[src/rtl/microwave_timer.sv]
// BCD MM:SS countdown timer for the microwave controller: keyed entry while idle,
// one-second countdown while the magnetron runs. Optional end-of-cook beep under MICROWAVE_BEEP_EN.
module microwave_timer #(
    parameter int unsigned TICKS_PER_SEC = 100
`ifdef MICROWAVE_BEEP_EN
    ,
    parameter int unsigned BEEP_SECONDS  = 3
`endif
) (
    input  logic       clk,
    input  logic       reset,
    input  logic       clear,
    input  logic       enable,
    input  logic       key_valid,
    input  logic [3:0] key_digit,
    output logic [3:0] min_tens,
    output logic [3:0] min_ones,
    output logic [3:0] sec_tens,
    output logic [3:0] sec_ones,
    output logic       timer_done
`ifdef MICROWAVE_BEEP_EN
    ,
    output logic       beep
`endif
);

    localparam int unsigned PW = (TICKS_PER_SEC > 1) ? $clog2(TICKS_PER_SEC) : 1;
    localparam logic [PW-1:0] PRESC_LAST = PW'(TICKS_PER_SEC - 1);

    logic [3:0]    min_tens_q, min_tens_d;
    logic [3:0]    min_ones_q, min_ones_d;
    logic [3:0]    sec_tens_q, sec_tens_d;
    logic [3:0]    sec_ones_q, sec_ones_d;
    logic [PW-1:0] presc_q, presc_d;

    logic       key_accept;
    logic       run;
    logic       tick;
    logic       borrow_so, borrow_st, borrow_mo;
    logic [3:0] dec_mt, dec_mo, dec_st, dec_so;

    assign min_tens   = min_tens_q;
    assign min_ones   = min_ones_q;
    assign sec_tens   = sec_tens_q;
    assign sec_ones   = sec_ones_q;
    assign timer_done = (min_tens_q == 4'd0) && (min_ones_q == 4'd0) &&
                        (sec_tens_q == 4'd0) && (sec_ones_q == 4'd0);

    assign key_accept = key_valid && !enable && !clear && (key_digit <= 4'd9);
    // Gating on timer_done guarantees no tick is ever issued at 00:00.
    assign run        = enable && !timer_done;
    assign tick       = run && (presc_q == PRESC_LAST);

    // BCD decrement with borrow; sec_tens values 6-9 simply count down like any digit.
    always_comb begin
        borrow_so = (sec_ones_q == 4'd0);
        dec_so    = borrow_so ? 4'd9 : sec_ones_q - 4'd1;
        borrow_st = 1'b0;
        dec_st    = sec_tens_q;
        borrow_mo = 1'b0;
        dec_mo    = min_ones_q;
        dec_mt    = min_tens_q;
        if (borrow_so) begin
            borrow_st = (sec_tens_q == 4'd0);
            dec_st    = borrow_st ? 4'd5 : sec_tens_q - 4'd1;
        end
        if (borrow_st) begin
            borrow_mo = (min_ones_q == 4'd0);
            dec_mo    = borrow_mo ? 4'd9 : min_ones_q - 4'd1;
        end
        if (borrow_mo) begin
            dec_mt = min_tens_q - 4'd1;
        end
    end

    always_comb begin
        min_tens_d = min_tens_q;
        min_ones_d = min_ones_q;
        sec_tens_d = sec_tens_q;
        sec_ones_d = sec_ones_q;
        presc_d    = presc_q;
        if (clear) begin
            min_tens_d = 4'd0;
            min_ones_d = 4'd0;
            sec_tens_d = 4'd0;
            sec_ones_d = 4'd0;
            presc_d    = '0;
        end else if (key_accept) begin
            min_tens_d = min_ones_q;
            min_ones_d = sec_tens_q;
            sec_tens_d = sec_ones_q;
            sec_ones_d = key_digit;
        end else if (run) begin
            presc_d = tick ? '0 : presc_q + 1'b1;
            if (tick) begin
                min_tens_d = dec_mt;
                min_ones_d = dec_mo;
                sec_tens_d = dec_st;
                sec_ones_d = dec_so;
            end
        end
    end

    always_ff @(posedge clk or posedge reset) begin
        if (reset) begin
            min_tens_q <= 4'd0;
            min_ones_q <= 4'd0;
            sec_tens_q <= 4'd0;
            sec_ones_q <= 4'd0;
            presc_q    <= '0;
        end else begin
            min_tens_q <= min_tens_d;
            min_ones_q <= min_ones_d;
            sec_tens_q <= sec_tens_d;
            sec_ones_q <= sec_ones_d;
            presc_q    <= presc_d;
        end
    end

`ifdef MICROWAVE_BEEP_EN
    localparam int unsigned BEEP_CYCLES = BEEP_SECONDS * TICKS_PER_SEC;
    localparam int unsigned BW = $clog2(BEEP_CYCLES + 1);

    logic [BW-1:0] beep_cnt_q, beep_cnt_d;
    logic          dec_zero;

    assign dec_zero = (dec_mt == 4'd0) && (dec_mo == 4'd0) &&
                      (dec_st == 4'd0) && (dec_so == 4'd0);
    assign beep     = (beep_cnt_q != '0);

    // Only a tick landing on 00:00 starts the beep; clear/reset reaching zero stays silent.
    always_comb begin
        beep_cnt_d = beep_cnt_q;
        if (clear || key_accept) begin
            beep_cnt_d = '0;
        end else if (tick && dec_zero) begin
            beep_cnt_d = BW'(BEEP_CYCLES);
        end else if (beep_cnt_q != '0) begin
            beep_cnt_d = beep_cnt_q - 1'b1;
        end
    end

    always_ff @(posedge clk or posedge reset) begin
        if (reset) begin
            beep_cnt_q <= '0;
        end else begin
            beep_cnt_q <= beep_cnt_d;
        end
    end
`endif

endmodule

[config.mk]
export PLATFORM = sky130hd
export DESIGN_NAME = microwave_timer
export DESIGN_NICKNAME = d
export VERILOG_FILES = /design/src/rtl/microwave_timer.sv
export SDC_FILE = /design/constraint.sdc
export NUM_CORES = 1
export LEC_CHECK = 0
export CAP_MARGIN = 20
export CORE_MARGIN = 2
export CORE_UTILIZATION = 41
export DETAILED_ROUTE_END_ITERATION = 6
export MAX_ROUTING_LAYER = met4
export PLACE_DENSITY = 0.64
export SLEW_MARGIN = 40
export SYNTH_ARGS = -nofsm -noshare
export SYNTH_HDL_FRONTEND = slang
export SYNTH_SLANG_ARGS = --single-unit
[constraint.sdc]
create_clock -name clk -period 2.4 [get_ports clk]
set_input_delay 0.36 -clock clk [delete_from_list [all_inputs] [get_ports clk]]
set_output_delay 0.36 -clock clk [all_outputs]
set_load 0.01 [all_outputs]
==> impl_summary.txt <==
----------------------------------------------------
[Outcome]
  Run status ... complete, no violations

[Detailed routing]
  1st-pass router iterations ... 4
  Detail-routed via count per cell ... 5.91
  Detailed-route via count ... roughly 1.6k
  DRC viols ... 0
  Final routed wirelength across all metal layers ... ~4300 um
  Iteration-0 DRC count of the detailed router ... around 140
  Mean routed wirelength per cell ... between 15 and 20 um
  Post-detailed-route count of antenna-violating nets ... 0

[Critical path]
  Path depth of the worst reg2reg path ... 5
  Required time at the endpoint of the critical path ... 2.57 ns
  Minimum setup slack among reg-to-reg paths ... 0.04 ns
  Category of the worst setup path launch point ... flip-flop
  Arrival @ worst endpoint ... about 2.5 ns
  Critical path launch point ... sec_ones[3]$_DFFE_PP0P_
  Endpoint kind of the worst setup timing path ... flip-flop
  Worst R2R Start ... sec_ones[3]$_DFFE_PP0P_
  Critical Path Fanout Max ... 6
  Classification of the worst setup path ... reg2reg

[Synth]
  Synthesized netlist net count ... 191
  Mux share of post-synthesis cell area ... 0
  Seq cells post-synth ... 23
  Synthesized-area fraction occupied by ao, oa, aoi and oai cells ... 0.239
  Primary flip-flop cell chosen by synthesis mapping ... dfrtp_1
  Mapped Avg Cell Area ... 8.55 um2
  Biggest area contributors in the synthesized netlist ... dfrtp_1 37%, a311oi_1 4.6%, or3_1 4.1%, nand2_1 3.7%, nor2_1 3.7%
  Post-Syn Instances ... 180
  Total standard cell area after synthesis ... 1540 um2
  Arithmetic-cell share of the synthesized area counting full adders, half adders and majority gates ... 0.0163
  Share of synthesized flip-flops with an asynchronous set or reset ... 1.00
  Area share of the leading cell type in the synthesized netlist ... 0.374
  Number of distinct library cells after synthesis ... 41
  Main combinational cell family by area after synthesis ... simple AND/OR/NAND/NOR gates
  Xor-xnor portion of the synthesized cell area ... 0
  Number of enable-type register cells in the synthesized netlist ... 0
  Leading area contributor after synthesis ... dfrtp_1
  Yosys synthesis warning count ... 0
  Portion of the post-synthesis area used by sequential elements ... 0.374
  Basic-gate share of the synthesized area counting and, or, nand and nor cells ... 0.324

[GRT]
  Number of global-route vias before repair ... 1576
  M2 GR Usage ... 0.383
  Grt peak-use layer ... met2
  Met1 track utilization from global routing ... 0.293
  Met3 Resource Use GR ... 0.0360
  Aggregate global routing overflow ... 0
  Wire length of the first global-routing pass ... 7400 um
  GR Util All Layers ... 0.226
  Number of antenna violations at the first check in global routing ... 0
  Maximum number of pins on one net before global-route repair ... 24

[Run]
  Maxcap violations ... 0

[Placement]
  Placer Congestion ... 0.847
  # port buffers ... 25
  DP Area ... slightly above 2000 um2
  Setup Slack @ Placement ... -0.0599 ns
  HPWL after DPL ... 3210 um

[STA]
  Setup tns final ... 0 ns
  Slew Limit Headroom ... 0.669
  Final worst hold slack ... 0.436 ns
  Worst Max-Slew Pin Slew ... 0.490 ns
  Worst-case clock skew ... 0.00323 ns
  Post-route clock period utilization ... 0.983
  PnR worst setup slack ... 0.0417 ns
  Max-slew violation count ... 0
  Setup-violating endpoint count in the final report ... 0
  Fmax ... 424 MHz
  Shortest clock period the worst path allows after layout ... 2.36 ns
  Fin. Hold Viols ... 0
  Unrepaired setup endpoints after global routing ... true

[Final layout]
  Post-route cell area ... 2100 um2
  Post-route core utilization ... 0.579
  Post-synthesis to final-layout area growth ... 36.6%
  Final net count ... 240
  Ant. Diodes ... 0
  Share of final-layout standard cells stronger than drive strength 1 ... 0.206

[Die]
  Count of boundary I/O pins ... 26
  Count of standard-cell rows ... 22
  Vertical die dimension ... ~65 um
  Die outline area ... 4260 um2
  Starting density of the core ... 0.424
  Area of the core region ... 3630 um2
  Overall die width ... 65.3 um

[Clocking]
  Post-CTS clock slew at the launch and capture registers of the worst setup and hold paths ... 0.08 ns
  Htree depth ... 1
  Cell chosen for the clock root ... clkbuf_8
  CTS tree ... built
  CTS Buffer Depth ... 2
  Latest clock arrival within the worst-skew pair ... 0.26 ns
  Clock buffer count from CTS ... 3
  Number of sinks handled by clock tree synthesis ... 23

[Power and ir drop]
  Cell Pwr Density ... between 400 and 500 nW/um2
  Leakage power of the design ... approximately 0.00086 uW
  Max rail drop VDD ... approximately 0.36 mV

[Worst hold path]
  Classification of the worst-slack hold path ... in2async

----------------------------------------------------
-- metal layers --
metal,routed length (um),vias up,part of all wire
met2,2140,36,0.50
met1,1940,796,0.45
li1,-,795,-
met5,0,-,0
met3,153,4,0.036
met4,48,0,0.011
-- Yosys cell counts, types with 4 or more instances --
cell type / n
o211ai_1: 6
or3_1: 10
dfrtp_1: 23
o21a_1: 4
nor2_1: 15
a311oi_1: 8
nand2_1: 15
or4_1: 4
a21oi_1: 6
nand3_1: 11
nor4_1: 5
inv_1: 6
clkbuf_1: 9
o21ai_0: 11
-- kinds of logic (layout without fill, tap and decap cells) --
logic type                 count (synthesis)  after routing
AOI/OAI and AO/OA                         51             51
and+or+nand+nor                           87             87
buffers and inverters                     17             65
adders and majority gates                  2              2
DFF                                       23             23
-- sequential cells by signal, indices dropped and copies added (netlist names) --
register / flops
min_ones: 4
min_tens: 4
presc_q: 7
sec_ones: 4
sec_tens: 4
-- path summary, 6_finish.rpt --
kind	to
min reg2reg	presc_q[1]$_DFFE_PP0P_
max in group asynchronous	sec_tens[2]$_DFFE_PP0P_
max	min_tens[1]$_DFFE_PP0P_
max reg2reg	min_tens[1]$_DFFE_PP0P_
min in group clk	presc_q[1]$_DFFE_PP0P_
min	presc_q[0]$_DFFE_PP0P_
-- repair_timing --
| action | CTS | global route |
|---|---|---|
| pin swaps | 6 | 0 |
| hold buffers | 0 | 0 |
| setup buffers | 1 | 0 |
| endpoints found under the hold margin | 0 | 0 |
| endpoints found under the setup margin | 3 | 3 |
| resized for setup | 2 | 5 |
-- cell usage in the layout, fill, tap and decap left out, drive strengths merged, types with 2 or more instances in the layout --
cell            n
a21o            2
a21oi           6
a311oi          8
a32o            2
buf            30
clkbuf          4
clkdlybuf4s50  24
dfrtp          23
ha              2
inv             6
nand2          15
nand3          11
nand4           2
nor2           15
nor2b           3
nor3            3
nor3b           2
nor4            5
nor4b           3
o2111ai         2
o211ai          6
o21a            4
o21ai          11
o311ai          2
o31ai           2
o32ai           2
or2             3
or3            10
or3b            2
or4             7
-- stage by stage --
| stage | power, uW | cells |
|---|---|---|
| detailed placement | 616 | 271 |
| finish | 849 | 276 |
| global placement | 612 | 271 |
| floorplan | 518 | 180 |
| CTS | 856 | 276 |
| global route | 902 | 276 |
-- worst max-delay path: stages (launching register included) --
cell      delay [ns]
dfrtp_1         0.38
or4_4           0.56
or4_4           0.58
buf_6           0.15
or3_4           0.36
a311oi_2        0.24
-- power by group --
| group | switching [uW] | internal [uW] | total (uW) |
|---|---|---|---|
| Clock | 117 | 118 | 236 |
| Sequential | 8.21 | 397 | 405 |
| Combinational | 114 | 94.7 | 208 |
-- final cells by class --
cell class / count / area, um2
inverter: 6 / 22.5
timing repair buffer: 55 / 478
tap: 48 / 60.1
clock buffer: 4 / 45.0
sequential: 23 / 576
fill: 349 / 1530
multi-input combinational: 140 / 921
No activity file was read; power rests on OpenSTA's default activity.
